## src/rtl/fetch_pc_gen_pkg.sv

```systemverilog
// Shared front-end definitions for the fetch PC generator.
// Latency: n/a (types, constants and a helper function only).
// Backpressure: n/a.
//
// Contents:
//   fetch_state_e        - BOOT / RUN / HALTED state encoding (2'b11 is illegal)
//   XLEN_WIDTH, PC_INIT  - PC width and reset PC shared with the rest of the front end
//   FETCH_WIDTH_DEFAULT  - default instructions per fetch block
//   block_bytes()        - bytes covered by one fetch block
package fetch_pc_gen_pkg;

  localparam int XLEN_WIDTH          = 32;
  localparam int FETCH_WIDTH_DEFAULT = 2;
  localparam logic [XLEN_WIDTH-1:0] PC_INIT = 32'h0000_0000;

  typedef enum logic [1:0] {
    BOOT   = 2'd0,
    RUN    = 2'd1,
    HALTED = 2'd2
  } fetch_state_e;

  // Every instruction slot is 4 bytes wide.
  function automatic int block_bytes(input int fetch_width);
    return fetch_width * 4;
  endfunction

endpackage

```

## src/rtl/fetch_redirect_arb.sv

```systemverilog
// Fixed-priority next-PC / next-state selection for the fetch PC generator.
// Latency: purely combinational; the parent registers every result.
// Backpressure: stall holds the PC in RUN but never blocks a trap or flush redirect.
//
// Ports:
//   state, pc, boot_done         - current registered state of the parent
//   trap_*, flush_*, predict_*   - redirect sources (targets are word-aligned here)
//   halt_req, resume_req, stall  - run control
//   next_pc, epoch_inc, next_state - selected results
module fetch_redirect_arb
  import fetch_pc_gen_pkg::*;
#(
  parameter int XLEN        = XLEN_WIDTH,
  parameter int FETCH_WIDTH = FETCH_WIDTH_DEFAULT
) (
  input  fetch_state_e    state,
  input  logic [XLEN-1:0] pc,
  input  logic            boot_done,
  input  logic            stall,
  input  logic            trap_valid,
  input  logic [XLEN-1:0] trap_vector,
  input  logic            flush_valid,
  input  logic [XLEN-1:0] flush_target,
  input  logic            predict_taken,
  input  logic [XLEN-1:0] predict_target,
  input  logic            halt_req,
  input  logic            resume_req,
  output logic [XLEN-1:0] next_pc,
  output logic            epoch_inc,
  output fetch_state_e    next_state
);

  localparam int              BLK        = block_bytes(FETCH_WIDTH);
  localparam logic [XLEN-1:0] BLK_MASK   = XLEN'(BLK - 1);
  localparam logic [XLEN-1:0] ALIGN_MASK = ~XLEN'(3);

  logic [XLEN-1:0] trap_tgt;
  logic [XLEN-1:0] flush_tgt;
  logic [XLEN-1:0] pred_tgt;
  logic [XLEN-1:0] seq_pc;

  // Targets are word-aligned before use; the sequential PC snaps to the
  // start of the next block (wrapping past the top of the address space).
  assign trap_tgt  = trap_vector & ALIGN_MASK;
  assign flush_tgt = flush_target & ALIGN_MASK;
  assign pred_tgt  = predict_target & ALIGN_MASK;
  assign seq_pc    = (pc & ~BLK_MASK) + XLEN'(BLK);

  always_comb begin
    next_pc    = pc;
    epoch_inc  = 1'b0;
    next_state = state;
    case (state)
      BOOT: begin
        // Redirects are honoured during boot so the first fetch goes to them.
        if (trap_valid) begin
          next_pc   = trap_tgt;
          epoch_inc = 1'b1;
        end else if (flush_valid) begin
          next_pc   = flush_tgt;
          epoch_inc = 1'b1;
        end
        if (boot_done) begin
          next_state = RUN;
        end
      end
      RUN: begin
        if (trap_valid) begin
          // A simultaneous halt_req is dropped.
          next_pc   = trap_tgt;
          epoch_inc = 1'b1;
        end else if (flush_valid) begin
          next_pc   = flush_tgt;
          epoch_inc = 1'b1;
        end else if (halt_req) begin
          next_state = HALTED;
        end else if (!stall) begin
          // While stalled the prediction is ignored; the predictor re-presents it.
          if (predict_taken) begin
            next_pc = pred_tgt;
          end else begin
            next_pc = seq_pc;
          end
        end
      end
      HALTED: begin
        if (trap_valid) begin
          next_pc    = trap_tgt;
          epoch_inc  = 1'b1;
          next_state = RUN;
        end else if (flush_valid) begin
          next_pc   = flush_tgt;
          epoch_inc = 1'b1;
        end else if (resume_req) begin
          next_state = RUN;
        end
      end
      default: begin
        // Illegal encoding: recover to RUN with the PC untouched.
        next_state = RUN;
      end
    endcase
  end

endmodule

```

## src/rtl/fetch_pc_gen.sv

```systemverilog
// Next fetch-block PC generator: boot/run/halt FSM, redirect arbitration, epoch tagging.
// Latency: every redirect appears on pc one cycle after it is sampled; all outputs are registered.
// Backpressure: stall holds the current block; trap/flush redirects still take effect.
//
// Ports:
//   clk, reset_n (synchronous, active-low)
//   stall, trap_valid/trap_vector, flush_valid/flush_target,
//   predict_taken/predict_target, halt_req, resume_req  - control and redirect inputs
//   pc, pc_valid, slot_valid, epoch, state_o             - registered fetch block outputs
module fetch_pc_gen
  import fetch_pc_gen_pkg::*;
#(
  parameter int              XLEN        = XLEN_WIDTH,
  parameter int              FETCH_WIDTH = FETCH_WIDTH_DEFAULT,
  parameter logic [XLEN-1:0] PC_INIT     = fetch_pc_gen_pkg::PC_INIT,
  parameter int              EPOCH_W     = 3,
  parameter int              BOOT_CYCLES = 4
) (
  input  logic                   clk,
  input  logic                   reset_n,
  input  logic                   stall,
  input  logic                   trap_valid,
  input  logic [XLEN-1:0]        trap_vector,
  input  logic                   flush_valid,
  input  logic [XLEN-1:0]        flush_target,
  input  logic                   predict_taken,
  input  logic [XLEN-1:0]        predict_target,
  input  logic                   halt_req,
  input  logic                   resume_req,
  output logic [XLEN-1:0]        pc,
  output logic                   pc_valid,
  output logic [FETCH_WIDTH-1:0] slot_valid,
  output logic [EPOCH_W-1:0]     epoch,
  output logic [1:0]             state_o
);

  localparam int              BLK      = block_bytes(FETCH_WIDTH);
  localparam logic [XLEN-1:0] BLK_MASK = XLEN'(BLK - 1);
  localparam int              BOOT_CW  = (BOOT_CYCLES > 0) ? $clog2(BOOT_CYCLES + 1) : 1;

  fetch_state_e           state_q, state_d;
  logic [XLEN-1:0]        pc_q, pc_d;
  logic [EPOCH_W-1:0]     epoch_q, epoch_d;
  logic [BOOT_CW-1:0]     boot_cnt_q, boot_cnt_d;
  logic                   pc_valid_q, pc_valid_d;
  logic [FETCH_WIDTH-1:0] slot_valid_q, slot_valid_d;

  logic                   boot_done;
  logic [XLEN-1:0]        arb_pc;
  logic                   arb_epoch_inc;
  fetch_state_e           arb_state;
  logic [XLEN-1:0]        slot_off;

  // The counter holds the number of idle cycles still to come; leaving BOOT
  // on the edge where it would reach zero gives exactly BOOT_CYCLES idle
  // cycles after the reset edge (a count of 0 leaves on the first edge).
  assign boot_done = (boot_cnt_q <= BOOT_CW'(1));

  fetch_redirect_arb #(
    .XLEN        (XLEN),
    .FETCH_WIDTH (FETCH_WIDTH)
  ) u_arb (
    .state          (state_q),
    .pc             (pc_q),
    .boot_done      (boot_done),
    .stall          (stall),
    .trap_valid     (trap_valid),
    .trap_vector    (trap_vector),
    .flush_valid    (flush_valid),
    .flush_target   (flush_target),
    .predict_taken  (predict_taken),
    .predict_target (predict_target),
    .halt_req       (halt_req),
    .resume_req     (resume_req),
    .next_pc        (arb_pc),
    .epoch_inc      (arb_epoch_inc),
    .next_state     (arb_state)
  );

  always_comb begin
    state_d    = arb_state;
    pc_d       = arb_pc;
    epoch_d    = epoch_q + EPOCH_W'(arb_epoch_inc);
    boot_cnt_d = boot_cnt_q;
    if (state_q == BOOT && !boot_done) begin
      boot_cnt_d = boot_cnt_q - BOOT_CW'(1);
    end
    // Valid and slot mask are computed from next-cycle state so they can be
    // registered alongside the PC they describe.
    pc_valid_d   = (state_d == RUN);
    slot_off     = (pc_d & BLK_MASK) >> 2;
    slot_valid_d = '0;
    for (int i = 0; i < FETCH_WIDTH; i++) begin
      slot_valid_d[i] = pc_valid_d && (slot_off <= XLEN'(i));
    end
  end

  always_ff @(posedge clk) begin
    if (!reset_n) begin
      state_q      <= BOOT;
      pc_q         <= PC_INIT;
      epoch_q      <= '0;
      boot_cnt_q   <= BOOT_CW'(BOOT_CYCLES);
      pc_valid_q   <= 1'b0;
      slot_valid_q <= '0;
    end else begin
      state_q      <= state_d;
      pc_q         <= pc_d;
      epoch_q      <= epoch_d;
      boot_cnt_q   <= boot_cnt_d;
      pc_valid_q   <= pc_valid_d;
      slot_valid_q <= slot_valid_d;
    end
  end

  assign pc         = pc_q;
  assign pc_valid   = pc_valid_q;
  assign slot_valid = slot_valid_q;
  assign epoch      = epoch_q;
  assign state_o    = state_q;

endmodule

```

## config.mk

```make
export PLATFORM = sky130hd
export DESIGN_NAME = fetch_pc_gen
export DESIGN_NICKNAME = d
export VERILOG_FILES = /design/src/rtl/fetch_pc_gen_pkg.sv /design/src/rtl/fetch_redirect_arb.sv /design/src/rtl/fetch_pc_gen.sv
export SDC_FILE = /design/constraint.sdc
export NUM_CORES = 1
export LEC_CHECK = 0
export BUFFER_PORTS_ARGS = -buffer_cell sky130_fd_sc_hd__buf_4
export CAP_MARGIN = 15
export CORE_MARGIN = 8
export CORE_UTILIZATION = 47
export CTS_BUF_LIST = sky130_fd_sc_hd__clkbuf_8
export DETAILED_ROUTE_END_ITERATION = 10
export PLACE_DENSITY = 0.84
export SKIP_LAST_GASP = 1
export SYNTH_ARGS = -nofsm -noshare
export SYNTH_HDL_FRONTEND = slang
export SYNTH_SLANG_ARGS = --single-unit
```

## constraint.sdc

```tcl
create_clock -name clk -period 2.15 [get_ports clk]
set_clock_uncertainty 0.2 [all_clocks]
set_input_delay 0.1075 -clock clk [delete_from_list [all_inputs] [get_ports clk]]
set_output_delay 0.1075 -clock clk [all_outputs]
set_load 0.02 [all_outputs]
```

==> results of run 1 <==
[cell usage in the layout, fill, tap and decap left out, drive strengths merged, types with 4 or more instances in the layout]
cell type    instances
a311oi               7
o21a                 6
o211ai              13
clkbuf               7
nor4                 6
dfxtp               40
nand4               11
nor3b                4
nand2               21
ha                   5
xnor2                9
and3                 7
dlygate4sd3         35
buf                161
nor2                23
a222oi               5
xor2                 9
a21oi               17
o21ai               28
and2                 7
inv                  7
nand3               14
a221oi              15
a31oi                9
a22oi                8
[layout make-up]
| type | instances | area (µm²) |
|---|---|---|
| Timing Repair Buffer | 196 | 1570 |
| Multi-Input combinational cell | 271 | 1870 |
| Tap cell | 75 | 93.8 |
| Fill cell | 413 | 1390 |
| Clock inverter | 1 | 30.0 |
| Clock buffer | 7 | 96.3 |
| Sequential cell | 40 | 802 |
| Inverter | 9 | 33.8 |
[cell families after synthesis]
kind of cell | count (synthesis)
adders and majority gates | 5
buffers and inverters | 35
DFF | 40
muxes | 3
AOI/OAI and AO/OA | 135
other | 1
and+or+nand+nor | 108
xor gates and xnor gates | 18
[critical path: cells and delay by family (launching register included)]
family / cells / cell delay (ns)
simple gates: 3 / 0.77
buf+inv: 2 / 0.37
compound gates: 2 / 0.38
flops: 1 / 0.34
[path summary, 6_finish.rpt]
path	start	endpoint	slack, ns	depth (start not counted)
worst max-delay path	state_o[0]$_SDFF_PN0_	pc[21]$_SDFFE_PN0P_	0.02	7
worst min-delay path	predict_target[10]	pc[10]$_SDFFE_PN0P_	-0.003	4
worst max register to register	state_o[0]$_SDFF_PN0_	pc[21]$_SDFFE_PN0P_	0.02	7
worst min register to register	boot_cnt_q[2]$_SDFFE_PN1P_	boot_cnt_q[2]$_SDFFE_PN1P_	0.29	2
[per-stage QoR]
stage	setup TNS [ns]	cell area, µm²
floorplan	0	2840
global placement	0	3980
detailed placement	0	3980
CTS	0	4470
global route	-0.0329	4490
finish	0	4490
[routing by layer]
layer  GRT usage, %  vias up
li1               -     1701
met5              0        -
met4           9.78        0
met1           28.5     1702
met3           7.61       40
met2           44.7      235
[sequential cells by signal (all words and copies together), names as in the netlist]
| register | flops |
|---|---|
| pc_valid | 1 |
| slot_valid | 1 |
| epoch | 3 |
| state_o | 2 |
| pc | 30 |
| boot_cnt_q | 3 |
[where the power goes]
group / switching, mW / internal (mW) / leakage, nW / total, mW
clock: 0.289 / 0.410 / 0.0645 / 0.699
combinational: 0.503 / 0.493 / 1.54 / 0.996
sequential: 0.102 / 0.843 / 0.331 / 0.945
[repair_timing]
| action | 4_1_cts | 5_1_grt |
|---|---|---|
| buffers inserted | 0 | 1 |
| hold endpoints to repair | 17 | 0 |
| pin swaps | 0 | 1 |
| gates resized for setup | 1 | 5 |
| setup endpoints to repair | 1 | 3 |
| hold buffers | 35 | 0 |
==> results.yml, run 1 <==
power:
  p_leak_nw: 1.94
  p_per_area_mw_per_mm2: 587
  peakVddDrop_mv: 0.381
  power_mw: 2.64
synth:
  synth_edf_count: 0
  synth_area_mm2: 0.00283
  synth_compound_area_share_pct: 34.1
  synthTopCellsByCount: "dfxtp_1 (40), nor2_1 (22), nand2_1 (21), o21ai_0 (21), a21oi_1 (17)"
  synth_cell_types: 65
  avgSynthCellArea_um2: 8.21
  synth_ff_type: "dfxtp_1"
  synthArstFlopShare_pct: 0
  synth_xor_area_share_pct: 5.57
  synthCells: 345
  post-synth-top-count-cell: "dfxtp_1"
  synth_top_family_by_area: "compound AO/OA/AOI/OAI gates"
  ys_seq_elements: 40
  synth_top_area_share_pct: 28.3
  yosys.area_share.simple_pct: 21.5
  ys_seq_area_share_pct: 28.3
  yosys.area.top_type: "dfxtp_1"
  synth_fa_ha_area_share_pct: 2.21
  muxShareOfSynthArea_pct: 1.10
  ys_warn_count: 0
  synth.top_cells.by_area: "dfxtp_1 (28%), a221oi_1 (4.3%), o21ai_0 (3.7%)"
floorplanning:
  start_util_pct: 48.1
  coreArea_mm2: 0.00589
  num_rows: 28
  die_x_um: 93.6
  io_pins: 144
  die_h_um: 93.6
  die-area_mm2: 0.00876
detailed_routing:
  via_per_inst: 6.14
  ant_nets: 0
  wirelength_met1_um: 4400
  drc: 0
  wl_met2_um: 5830
  routed.top_layer: "met4"
  drt_iter0_markers: 306
  via_count: 3678
  wirelength_um: 11800
  route.met3.wl_um: 1200
  post_drt_wl_per_cell_um: 19.7
  firstDrtPassIters: 5
clock_tree:
  ctsRootBufferMaster: "clkbuf_8"
  htree_levels: 2
  cts_tree: "yes"
  clk_pin_slew_ns: 0.09
  cts_made_buffers: 5
  clock_path_buffers: 2
  cts_num_sinks: 40
  clk_latency_ns: 0.30
outcome:
  outcome: "complete, but fails checks"
  violations: "negative hold slack"
cells_and_area:
  fin_nets: 632
  final_cells: 599
  utilization_pct: 76.4
  n_antenna_cell: 0
  drive_above_1_share_pct: 36.3
  areaGrowthSynthToFinish_pct: 58.7
sta:
  fin_ws_ns: 0.0221
  worst_slew_pin_slew_ns: 0.593
  hold-worst-slack_ns: -0.00255
  setup_viol: 0
  maxSlewHeadroom_pct: 60.0
  period_needed_ns: 2.13
  hold_violations: 1
  min_period_over_period_pct: 99.0
  fmax_ghz: 0.470
  slew_viol_final: 0
setup_path:
  cp-start-kind: "flop"
  critical_path_class: "reg -> reg"
  slowest_delay_ns: 0.41
  slowest_stage: "or3b_4"
  crit_fanout: 4
  cp.arrival_ns: 2.18
  cpMostUsedCell: "buf_4"
  cp-end-kind: "flop"
  cp_cell_sequence: "or3b_4 -> buf_4 -> nor3_4 -> buf_4 -> nand2_1 -> a31oi_2 -> o22a_1"
  cp_data_required_time_ns: 2.20
global_route:
  grt_overflow: 0
  grt_pass1_vias: 3639
  gr-usage-all-layers_pct: 25.6
  grt_max_degree: 25
  antenna_found_initial: 0
  grt_pass1_wl_um: 18000
placement:
  post-place-ws_ns: 0.108
  port-buffer-count: 135
  place.gp.congestion: 0.912
  placed_cells: 555
  post-dp-hpwl_um: 8240
run:
  max_cap_violations: 0
worst_hold_path:
  hp-class: "in -> reg"
No activity file was read; power rests on OpenSTA's default activity.
==> run 2: changes to the inputs <==
--- a/config.mk
+++ b/config.mk
@@ -6,8 +6,8 @@
 export NUM_CORES = 1
 export LEC_CHECK = 0
 export BUFFER_PORTS_ARGS = -buffer_cell sky130_fd_sc_hd__buf_4
-export CAP_MARGIN = 15
-export CORE_MARGIN = 8
+export CAP_MARGIN = 20
+export CORE_MARGIN = 1.5
 export CORE_UTILIZATION = 47
 export CTS_BUF_LIST = sky130_fd_sc_hd__clkbuf_8
 export DETAILED_ROUTE_END_ITERATION = 10
==> run 2 against run 1 <==
Worst hold slack got worse by 0.0031 ns. Routed wire length decreased by 9.1%. Clock power shrank 1%. The flow still finishes with violations (negative hold slack). Core utilization fell by 0.68 points. Total power shrank 1.0%. Critical path type unchanged. Combinational power is 2% lower. Largest power group unchanged.
==> results.yml, run 2 (synthesized netlist as in run 1, its figures left out) <==
global_route:
  antenna_found_initial: 0
  gr-usage-all-layers_pct: 33.0
  grt_use_met2_pct: 59.9
  use_met3_pct: 5.45
  grt_max_degree: 39
  grt_most_used_layer: "met2"
  grt_overflow: 0
  grt_pass1_wl_um: 16700
  use_met1_pct: 38.0
  grt_pass1_vias: 3626
worst_hold_path:
  hp-class: "in -> reg"
floorplanning:
  coreArea_mm2: 0.00585
  die_h_um: 80.6
  start_util_pct: 48.4
  io_pins: 144
  num_rows: 28
  die-area_mm2: 0.00650
  die_x_um: 80.6
clock_tree:
  htree_levels: 2
  clk_latency_ns: 0.30
  clock_path_buffers: 2
  cts_made_buffers: 5
  ctsRootBufferMaster: "clkbuf_8"
  post-cts-setup-buffer-count: 0
  cts_tree: "yes"
  clk_pin_slew_ns: 0.09
  cts_num_sinks: 40
sta:
  period_needed_ns: 2.05
  worst_slew_pin_slew_ns: 0.586
  fin_ws_ns: 0.0998
  slew_viol_final: 0
  setup_viol: 0
  fmax_ghz: 0.488
  hold-worst-slack_ns: -0.00566
  min_period_over_period_pct: 95.4
  tns_ns: 0
  hold_violations: 2
  rsz0062_at_grt: "no"
  maxSlewHeadroom_pct: 60.5
detailed_routing:
  via_per_inst: 6.20
  wirelength_um: 10700
  drt_iter0_markers: 323
  firstDrtPassIters: 8
  ant_nets: 0
  post_drt_wl_per_cell_um: 18.1
  via_count: 3669
  drc: 0
cells_and_area:
  areaGrowthSynthToFinish_pct: 56.4
  utilization_pct: 75.7
  fin_nets: 625
  final_common_cell: "buf_4"
  largest_reg_flops: 30
  n_antenna_cell: 0
  layout_common_cells: "buf_4 (157), dfxtp_1 (36), dlygate4sd3_1 (31)"
  drive_above_1_share_pct: 36.9
outcome:
  violations: "negative hold slack"
  outcome: "complete, but fails checks"
setup_path:
  critPathTopFamily: "simple AND/OR/NAND/NOR gates"
  slowest_delay_ns: 0.46
  cp_data_required_time_ns: 2.16
  cp_cell_sequence: "nand4_1 -> nor4_1 -> a21oi_1 -> a41o_2 -> a311oi_2"
  cp-start-kind: "flop"
  cp.arrival_ns: 2.06
  crit_fanout: 7
  cp-end-kind: "flop"
  slowest_stage: "nor4_1"
  critPathBufInv: 0
  critical_path_class: "reg -> reg"
  r2r_setup_slack_ns: 0.1
power:
  power.net_switching_uw: 875
  p_leak_nw: 1.90
  seq_power_share_pct: 36.1
  power_mw: 2.61
  combPwrFrac_pct: 37.4
  peakVddDrop_mv: 0.428
  p_per_area_mw_per_mm2: 590
  p_int_mw: 1.74
  p_sw_share_pct: 33.5
  clkPwrFrac_pct: 26.5
placement:
  port-buffer-count: 135
  post-place-ws_ns: 0.0786
  place.gp.congestion: 0.929
  post-dp-hpwl_um: 7380
run:
  max_cap_violations: 0
## run 2: cell count changes in the layout (fill, tap and decap cells not counted), sizes merged
cell,delta
buf,-3
dlygate4sd3,-4
## run 2: worst register-to-register path: stages, from the launching register on
cell	delay, ns
dfxtp_1	0.45
nand4_1	0.26
nor4_1	0.46
a21oi_1	0.12
a41o_2	0.24
a311oi_2	0.23
## run 2: path summary, 6_finish.rpt
check,from,to,depth (start not counted)
worst max register to register,pc[6]$_SDFFE_PN0P_,pc[26]$_SDFFE_PN0P_,5
worst min-delay path,predict_target[9],pc[9]$_SDFFE_PN0P_,4
worst min register to register,boot_cnt_q[2]$_SDFFE_PN1P_,boot_cnt_q[2]$_SDFFE_PN1P_,2
worst max-delay path,pc[6]$_SDFFE_PN0P_,pc[26]$_SDFFE_PN0P_,5
## run 2: layer usage
layer / wire, µm / part of all wire [%]
met1: 4060 / 38
met2: 5440 / 51
met3: 948 / 8.9
met4: 253 / 2.4
met5: 0 / 0
## run 2: metrics by stage
stage | std cells | cell area (µm²) | hold WS, ns
floorplan | 346 | 2840 | 0.0701
global placement | 553 | 3970 | 0.172
detailed placement | 553 | 3970 | 0.183
CTS | 592 | 4400 | 0.000175
global route | 592 | 4430 | 0.0171
finish | 592 | 4430 | -0.00566
## run 2: layout make-up
class                   instances  area, µm²
fillers                       422       1420
well taps                      75       93.8
repair buffers                189       1510
clock buffers                   7       96.3
clock inverters                 1       30.0
flip-flops and latches         40        806
inverters                       9       33.8
multi-input cells             271       1860
## run 2: power groups by stage
stage | Clock (mW) | Sequential [mW] | Combinational, mW
floorplan | 0 | 1.04 | 0.429
global placement | 0 | 0.949 | 0.874
detailed placement | 0 | 0.954 | 0.904
CTS | 0.685 | 0.938 | 0.953
global route | 0.715 | 0.960 | 1.05
finish | 0.692 | 0.944 | 0.976
## run 2: timing repair
action                                  4_1_cts  5_1_grt
resized for setup                             0       10
hold buffers                                 31        0
endpoints found under the hold margin        15        0
endpoints found under the setup margin        0        9
==> run 3: changes to the inputs <==
--- a/config.mk
+++ b/config.mk
@@ -8,10 +8,9 @@
 export BUFFER_PORTS_ARGS = -buffer_cell sky130_fd_sc_hd__buf_4
 export CAP_MARGIN = 20
 export CORE_MARGIN = 1.5
-export CORE_UTILIZATION = 47
-export CTS_BUF_LIST = sky130_fd_sc_hd__clkbuf_8
+export CORE_UTILIZATION = 46
 export DETAILED_ROUTE_END_ITERATION = 10
-export PLACE_DENSITY = 0.84
+export PLACE_DENSITY = 0.83
 export SKIP_LAST_GASP = 1
 export SYNTH_ARGS = -nofsm -noshare
 export SYNTH_HDL_FRONTEND = slang
==> run 3 against run 2 <==
The run still ends with negative hold slack left. Die area up 2.1%. Sequential share of layout area down 0.13 points. First-iteration DRC count down 22%. Maximum frequency down 0.28%. Cell count up 0.84%. Clock power about the same. Largest power group unchanged.
==> results.yml, run 3 (synthesized netlist as in run 1, its figures left out) <==
floorplanning:
  die_x_um: 81.5
  start_util_pct: 47.8
  die_h_um: 81.5
  num_rows: 28
  coreArea_mm2: 0.00592
  die-area_mm2: 0.00663
  io_pins: 144
sta:
  hold_violations: 1
  period_needed_ns: 2.06
  fmax_ghz: 0.486
  worst_slew_pin_slew_ns: 0.611
  maxSlewHeadroom_pct: 58.8
  setup_viol: 0
  slew_viol_final: 0
  tns_ns: 0
  rsz0062_at_grt: "no"
  min_period_over_period_pct: 95.6
  hold-worst-slack_ns: -0.00201
detailed_routing:
  post_drt_wl_per_cell_um: 17.7
  drc: 0
  drt_iter0_markers: 251
  via_per_inst: 6.12
  via_count: 3653
  wirelength_um: 10600
  firstDrtPassIters: 5
  ant_nets: 0
clock_tree:
  cts_tree: "yes"
  ctsRootBufferMaster: "clkbuf_8"
  cts_made_buffers: 5
  clk_pin_slew_ns: 0.08
  htree_levels: 2
  cts_num_sinks: 40
  clock_path_buffers: 2
  clk_latency_ns: 0.30
power:
  peakVddDrop_mv: 0.338
  p_leak_nw: 1.92
  p_per_area_mw_per_mm2: 590
  power_mw: 2.63
setup_path:
  cp.arrival_ns: 2.10
  cp_data_required_time_ns: 2.19
  r2r_start: "state_o[0]$_SDFF_PN0_"
  cpMostUsedCell: "buf_4"
  slowest_stage: "or3b_1"
  cp-end-kind: "flop"
  r2r_end: "pc[19]$_SDFFE_PN0P_"
  crit_fanout: 5
  startpoint: "state_o[0]$_SDFF_PN0_"
  r2r_cells: 7
  cp_cell_sequence: "or3b_1 -> buf_4 -> nor3_2 -> buf_4 -> a211oi_1 -> o22ai_1 -> o21a_1"
  r2r_setup_slack_ns: 0.09
  crit_path_end: "pc[19]$_SDFFE_PN0P_"
  critical_path_class: "reg -> reg"
  slowest_delay_ns: 0.38
  cp-start-kind: "flop"
cells_and_area:
  final_common_cell: "buf_4"
  seq_area_um2: 805
  fin_nets: 630
  n_antenna_cell: 0
  postLayoutCellArea_mm2: 0.00445
  fill_cells: 442
  multi_input_area_mm2: 0.00184
  areaGrowthSynthToFinish_pct: 57.3
  largest_reg_flops: 30
  layout_common_cells: "buf_4 (160), dfxtp_1 (37), dlygate4sd3_1 (33), nor2_1 (22)"
  drive_above_1_share_pct: 36.2
worst_hold_path:
  hold_path_startpoint: "predict_target[11]"
  hp-class: "in -> reg"
global_route:
  gr-usage-all-layers_pct: 32.1
  grt_pass1_wl_um: 16500
  grt_pass1_vias: 3576
  grt_overflow: 0
  grt_max_degree: 32
  antenna_found_initial: 0
outcome:
  outcome: "complete, but fails checks"
  violations: "negative hold slack"
run:
  max_cap_violations: 0
placement:
  port-buffer-count: 135
  post_dp_cell_area_mm2: 0.00399
  post-dp-hpwl_um: 7340
  place.gp.congestion: 0.893
## run 3: power by group
part | internal, mW | total, mW | switching [mW]
registers | 0.844 | 0.947 | 0.103
logic | 0.490 | 0.991 | 0.502
clock network | 0.410 | 0.690 | 0.280
## run 3: how the worst min path moves through the flow
| stage | endpoint | slack (ns) | cells after the start |
|---|---|---|---|
| global route | pc[9]$_SDFFE_PN0P_ | 0.02 | 4 |
| CTS | pc[14]$_SDFFE_PN0P_ | 0.001 | 3 |
| detailed placement | pc[13]$_SDFFE_PN0P_ | 0.17 | 3 |
| global placement | pc[13]$_SDFFE_PN0P_ | 0.17 | 3 |
| floorplan | pc_valid$_SDFF_PN0_ | 0.07 | 1 |
| finish | pc[11]$_SDFFE_PN0P_ | -0.002 | 4 |
## run 3: critical path, delay by kind of cell, from the launching register on
kind	cells	cell delay, ns
DFF	1	0.33
AOI/OAI and AO/OA	3	0.40
buffers and inverters	2	0.40
and+or+nand+nor	2	0.67
## run 3: per-stage QoR
stage | setup WS [ns] | util (%) | hold WS [ns] | cells
floorplan | 0.0919 | - | 0.0701 | 346
global placement | 0.158 | 67.4 | 0.168 | 556
detailed placement | 0.104 | 67.4 | 0.175 | 556
CTS | 0.0482 | 75.1 | 0.00130 | 597
global route | 0.00924 | 75.2 | 0.0160 | 597
finish | 0.0940 | 75.2 | -0.00201 | 597
## run 3: repair_timing
action,CTS,global route
resized for setup,0,5
endpoints found under the setup margin,0,7
buffers inserted,0,0
hold endpoints to repair,17,0
hold buffers,33,0
## run 3: routing by layer
metal  vias up  GRT usage [%]  part of all wire, %
li1       1694              -                    -
met1      1712           37.9                   38
met2       215           56.4                   49
met3        32           6.22                  9.2
met4         0           13.1                  3.1
met5         -              0                    0
## run 3: area by class of cell
type / instances / area share [%]
clock inverters: 1 / 0.674
repair buffers: 194 / 34.8
inverters: 9 / 0.759
clock buffers: 7 / 2.16
multi-input cells: 271 / 41.4
well taps: 75 / 2.11
flip-flops and latches: 40 / 18.1
